**config.mk**
```make
export PLATFORM = sky130hd
export DESIGN_NAME = fetch_unit
export DESIGN_NICKNAME = d
export VERILOG_FILES = /design/src/rtl/fetch_unit.sv
export SDC_FILE = /design/constraint.sdc
export NUM_CORES = 1
export LEC_CHECK = 0
export ABC_AREA = 1
export BUFFER_PORTS_ARGS = -buffer_cell sky130_fd_sc_hd__buf_2
export CORE_UTILIZATION = 43
export CTS_CLUSTER_SIZE = 20
export DETAILED_ROUTE_END_ITERATION = 16
export PLACE_DENSITY = 0.69
export RECOVER_POWER = 50
export SLEW_MARGIN = 20
export SYNTH_ARGS = -nofsm -noshare
export SYNTH_HDL_FRONTEND = slang
export SYNTH_SLANG_ARGS = --single-unit
```
**constraint.sdc**
```tcl
create_clock -name clk_i -period 2.9 [get_ports clk_i]
set_clock_uncertainty 0.15 [all_clocks]
set_input_delay 0.435 -clock clk_i [delete_from_list [all_inputs] [get_ports clk_i]]
set_output_delay 0.435 -clock clk_i [all_outputs]
set_load 0.05 [all_outputs]
```
**src/rtl/fetch_unit.sv**
```systemverilog
// Instruction fetch unit: credit-limited request issue, in-order PC tag
// queue, instruction buffer toward decode, and redirect flush/discard.
module fetch_unit #(
   parameter int                   REGI_SIZE  = 16,
   parameter int                   FIFO_DEPTH = 4,
   parameter logic [REGI_SIZE-1:0] RESET_PC   = '0,
   parameter logic [REGI_SIZE-1:0] PC_STEP    = REGI_SIZE'(1)
) (
   input  logic                 clk_i,
   input  logic                 rst_i,
   input  logic                 redirect_i,
   input  logic [REGI_SIZE-1:0] redirect_pc_i,
   output logic                 imem_req_o,
   output logic [REGI_SIZE-1:0] imem_addr_o,
   input  logic                 imem_rvalid_i,
   input  logic [REGI_SIZE-1:0] imem_rdata_i,
   output logic                 instr_valid_o,
   input  logic                 instr_ready_i,
   output logic [REGI_SIZE-1:0] instr_o,
   output logic [REGI_SIZE-1:0] pc_o,
   output logic [REGI_SIZE-1:0] next_pc_o
);

   localparam int AW = $clog2(FIFO_DEPTH);
   localparam int CW = $clog2(FIFO_DEPTH + 1);
   localparam logic [CW:0] DEPTH = (CW + 1)'(FIFO_DEPTH);

   logic [REGI_SIZE-1:0] fetch_pc;
   logic [CW-1:0]        outstanding;
   logic [CW-1:0]        discard_cnt;
   logic [CW-1:0]        buf_count;
   logic [AW-1:0]        buf_rd;
   logic [AW-1:0]        buf_wr;
   logic [AW-1:0]        tag_rd;
   logic [AW-1:0]        tag_wr;

   logic [REGI_SIZE-1:0] buf_pc  [FIFO_DEPTH];
   logic [REGI_SIZE-1:0] buf_ins [FIFO_DEPTH];
   logic [REGI_SIZE-1:0] tag_pc  [FIFO_DEPTH];

   logic          credit;
   logic          req;
   logic          resp;
   logic          live;
   logic          push;
   logic          pop;
   logic          valid;

   assign credit = ({1'b0, buf_count} + {1'b0, outstanding}) < DEPTH;
   assign req    = !rst_i && !redirect_i && credit;
   assign resp   = imem_rvalid_i && (outstanding != '0);
   assign live   = resp && (discard_cnt == '0);
   assign valid  = buf_count != '0;
   assign push   = live && !redirect_i;
   assign pop    = valid && instr_ready_i && !redirect_i;

   assign imem_req_o    = req;
   assign imem_addr_o   = fetch_pc;
   assign instr_valid_o = valid;
   assign instr_o       = valid ? buf_ins[buf_rd] : '0;
   assign pc_o          = valid ? buf_pc[buf_rd] : '0;
   assign next_pc_o     = pc_o + PC_STEP;

   always_ff @(posedge clk_i) begin
      if (rst_i) begin
         fetch_pc    <= RESET_PC;
         outstanding <= '0;
         discard_cnt <= '0;
         buf_count   <= '0;
         buf_rd      <= '0;
         buf_wr      <= '0;
         tag_rd      <= '0;
         tag_wr      <= '0;
      end else begin
         outstanding <= outstanding + CW'(req) - CW'(resp);
         if (redirect_i) begin
            // every in-flight request not answered this cycle is stale
            fetch_pc    <= redirect_pc_i;
            discard_cnt <= outstanding - CW'(resp);
            buf_count   <= '0;
            buf_rd      <= '0;
            buf_wr      <= '0;
            tag_rd      <= '0;
            tag_wr      <= '0;
         end else begin
            if (req) begin
               fetch_pc <= fetch_pc + PC_STEP;
               tag_wr   <= tag_wr + 1'b1;
            end
            if (live) begin
               tag_rd <= tag_rd + 1'b1;
            end
            if (resp && !live) begin
               discard_cnt <= discard_cnt - 1'b1;
            end
            if (push) begin
               buf_wr <= buf_wr + 1'b1;
            end
            if (pop) begin
               buf_rd <= buf_rd + 1'b1;
            end
            buf_count <= buf_count + CW'(push) - CW'(pop);
         end
      end
   end

   // storage arrays need no reset; the head is gated by the valid flag
   always_ff @(posedge clk_i) begin
      if (req) begin
         tag_pc[tag_wr] <= fetch_pc;
      end
      if (push && !rst_i) begin
         buf_pc[buf_wr]  <= tag_pc[tag_rd];
         buf_ins[buf_wr] <= imem_rdata_i;
      end
   end

endmodule
```
==> results.sh <==
export IMPL_rr_startpoint="outstanding[2]"
export IMPL_worstMarginPinSlew_ps=1010
export IMPL_start_kind="flop"
export IMPL_ff2ff_setup_slack_ps=330
export IMPL_fmax_mhz=335
export IMPL_placed_instance_area_sq_um=11200
export IMPL_drt_initial_drc_count=409
export IMPL_drc_markers=0
export IMPL_static_leakage_power_uw=0.00478
export IMPL_cts_htree_levels=1
export IMPL_post_synth_top_area_share_pct=57.4
export IMPL_layout_commonest_cell="edfxtp_1"
export IMPL_vias_per_cell=4.92
export IMPL_floorplan_die_width_um=155
export IMPL_timing_critical_path_to_type="output port"
export IMPL_synth_simple_gate_area_share_pct=17.1
export IMPL_post_place_ws_ps=161
export IMPL_max_stage_delay_ps=330
export IMPL_worst_ir_drop_vdd_mv=0.366
export IMPL_num_nets_final=1148
export IMPL_ctsLongestPathBuffers=3
export IMPL_min_path_type="in2reg"
export IMPL_rows=55
export IMPL_floorplan_die_height_um=155
export IMPL_power_uw=7800
export IMPL_leading_post_synthesis_cells_by_cell_area="edfxtp_1, dfxtp_1, nand2_1"
export IMPL_coreArea_sq_um=22800
export IMPL_tritoncts_clock_tree="yes"
export IMPL_worst_path_max_delay_cell="dfxtp_2"
export IMPL_max_cap_violations=0
export IMPL_setup_total_negative_slack_ps=-245
export IMPL_cp_cell_sequence="inv_2 -> buf_4 -> nand2_1 -> a21oi_1 -> nor2_4 -> ha_4 -> inv_2 -> nor2_2 -> nand2_2 -> buf_4 -> inv_4 -> nand2_4 -> xor2_4 -> buf_6"
export IMPL_clock_latency_ps=500
export IMPL_run_status="complete, but fails checks"
export IMPL_required_ps=2320
export IMPL_crit_path_max_fanout=10
export IMPL_synth_compound_gate_area_share_pct=8.27
export IMPL_finalCritPeriodShare_pct=103
export IMPL_dr_total_vias=6984
export IMPL_finalWeightedCongestion=0.833
export IMPL_yosysUniqueCellTypes=34
export IMPL_hold_viol_final=0
export IMPL_globalRouteOverflowTotal=0
export IMPL_routedWlPerCell_um=14.6
export IMPL_fin_crit_ps=2980
export IMPL_sequential_share_of_the_synthesized_area_pct=64.8
export IMPL_yosys_mux_area_fraction_pct=0.0996
export IMPL_antenna_cells_inserted=0
export IMPL_finalMaxSlewViolations=0
export IMPL_drive_above_1_share_pct=21.6
export IMPL_layout_cell_area_non_filler_sq_um=12500
export IMPL_xor_xnor_share_of_the_synthesized_area_pct=1.83
export IMPL_synth_largest_area_cell="edfxtp_1"
export IMPL_mostFrequentLayoutCells="edfxtp_1, nand2_1, nor2_1"
export IMPL_dieArea_sq_um=24000
export IMPL_number_of_global_route_vias_before_repair=6552
export IMPL_synth_area_in_adders_pct=2.76
export IMPL_detail_route_wirelength_um=20700
export IMPL_setup_viols_final=6
export IMPL_setup_slack_ps=-81.5
export IMPL_number_of_warnings_reported_in_the_yosys_synthesis_log=0
export IMPL_ant_nets=0
export IMPL_syn2layout_area_growth_pct=24.8
export IMPL_violations="negative setup slack"
export IMPL_grt_start_max_net_pins=43
export IMPL_timing_hold_ws_ps=54.7
export IMPL_total_power_density_per_cell_area_nw_per_um2=622
export IMPL_first_pass_grt_wire_length_um=33200
export IMPL_slew_headroom_pct=32.7
export IMPL_synth_nets=1000
export IMPL_synthesis_instances=942
export IMPL_worst_flop_to_flop_path_endpoint="tag_pc[0][3]"
export IMPL_cts_root_buf="clkbuf_16"
export IMPL_start_util_pct=44.1
export IMPL_cts_sink_count=229
export IMPL_io_buffer_count=102
export IMPL_combinational_family_with_the_most_area_after_synthesis="simple AND/OR/NAND/NOR gates"
export IMPL_cts_buffers_inserted=23
export IMPL_globalRouteTotalUtil_pct=17.3
export IMPL_synth_seq_cells=229
export IMPL_dp_final_hpwl_um=13100
export IMPL_grt_antenna_before_repair=0
export IMPL_r2r_worst_path_cells=6
export IMPL_worstPathArrival_ps=2400
export IMPL_synth_avg_cell_area_sq_um=10.7
export IMPL_clk_pin_slew_ps=60
export IMPL_grt_setup_unrepaired="true"
export IMPL_critical_path_class="reg2out"
export IMPL_io_pins=103
export IMPL_mapped_cell_area_sq_um=10000
export IMPL_critPathCapture="next_pc_o[8]"
export IMPL_detailedRoute_firstPassIterationCount=5
[through the flow]
stage	cells	util, %
2_1_floorplan	942	-
3_5_place_dp	1349	49.1
3_3_place_gp	1349	49.1
5_1_grt	1420	55.1
6_report	1420	55.1
4_1_cts	1408	53.9
[how the worst min path moves through the flow]
stage / to / depth (start not counted) / slack, ps / startpoint
2_1_floorplan: flop / 2 / 290 / tag_rd[1]
3_3_place_gp: tag_rd[1] / 2 / 300 / tag_rd[1]
3_5_place_dp: tag_rd[1] / 2 / 310 / tag_rd[1]
4_1_cts: buf_ins[1][9] / 1 / 3 / imem_rdata_i[9]
5_1_grt: imem_addr_o[1] / 3 / 60 / redirect_pc_i[1]
6_report: imem_addr_o[1] / 3 / 50 / redirect_pc_i[1]
[where the power goes]
group | leakage (uW) | internal (uW) | switching (uW) | total [uW]
combinational | 0.00233 | 292 | 662 | 954
sequential | 0.00205 | 3730 | 92.2 | 3820
clock | 0.000389 | 1860 | 1170 | 3030
total | 0.00478 | 5880 | 1920 | 7800
[Yosys cell counts]
| library cell | number |
|---|---|
| a21boi_0 | 1 |
| dfxtp_1 | 37 |
| nor2_1 | 144 |
| xor2_1 | 17 |
| mux2i_1 | 1 |
| nor3_1 | 5 |
| ha_1 | 19 |
| buf_2 | 9 |
| edfxtp_1 | 192 |
| buf_4 | 5 |
| inv_2 | 4 |
| o211ai_1 | 3 |
| nand3b_1 | 1 |
| inv_1 | 80 |
| nand4_1 | 7 |
| nand3_1 | 48 |
| a22oi_1 | 1 |
| o21bai_1 | 1 |
| nand3_2 | 8 |
| o22ai_1 | 17 |
| o21a_1 | 1 |
| nand2_2 | 11 |
| a21oi_1 | 40 |
| buf_6 | 5 |
| nor2_4 | 8 |
| nand2_1 | 152 |
| clkbuf_1 | 16 |
| a31oi_1 | 5 |
| nor2_2 | 8 |
| buf_1 | 1 |
| clkinv_1 | 1 |
| o21ai_0 | 88 |
| xnor2_1 | 4 |
| fa_1 | 2 |
[flip-flops by register name (all words and copies together), names as in the netlist, 3 cells and up, named ones only]
register     count
discard_cnt      3
buf_ins         64
outstanding      3
buf_count        3
tag_pc          64
imem_addr_o     16
buf_pc          64
[area by class of cell]
type	count	area [sq um]
inverters	85	337
fillers	1887	10200
repair buffers	159	1150
multi-input cells	592	3350
well taps	313	392
clock buffers	30	653
flip-flops and latches	229	6510
clock inverters	12	143
[critical path: cells and delay by family (launching register included)]
kind | cells | cell delay (ps)
AO/OA/AOI/OAI | 1 | 240
adder cells (fa/ha/maj) | 1 | 170
flip-flops | 1 | 330
AND/OR/NAND/NOR | 5 | 340
buffers and inverters | 6 | 660
XOR/XNOR | 1 | 150
[logic make-up (layout without fill, tap and decap cells)]
family	Yosys count	after routing
AOI/OAI and AO/OA	157	157
buffers and inverters	121	286
and+or+nand+nor	392	392
muxes	1	1
DFF	229	229
xor gates and xnor gates	21	21
adders and majority gates	21	21
[timing repair]
item | in CTS | in global routing
hold endpoints to repair | 48 | 0
cloned | 1 | 2
resized for setup | 32 | 52
hold buffers | 12 | 0
endpoints found under the setup margin | 12 | 12
pin swaps | 11 | 17
setup buffers | 4 | 10
[routing by layer]
metal  vias to the layer above  global-route usage, %  wire (um)
li1                       3513                      -          -
met1                      3264                   23.3       9440
met2                       182                   30.1      10000
met3                        25                   2.09        898
met4                         0                   3.91        330
met5                         -                      0          0
Note: power is estimated with default switching activity, not from simulation.
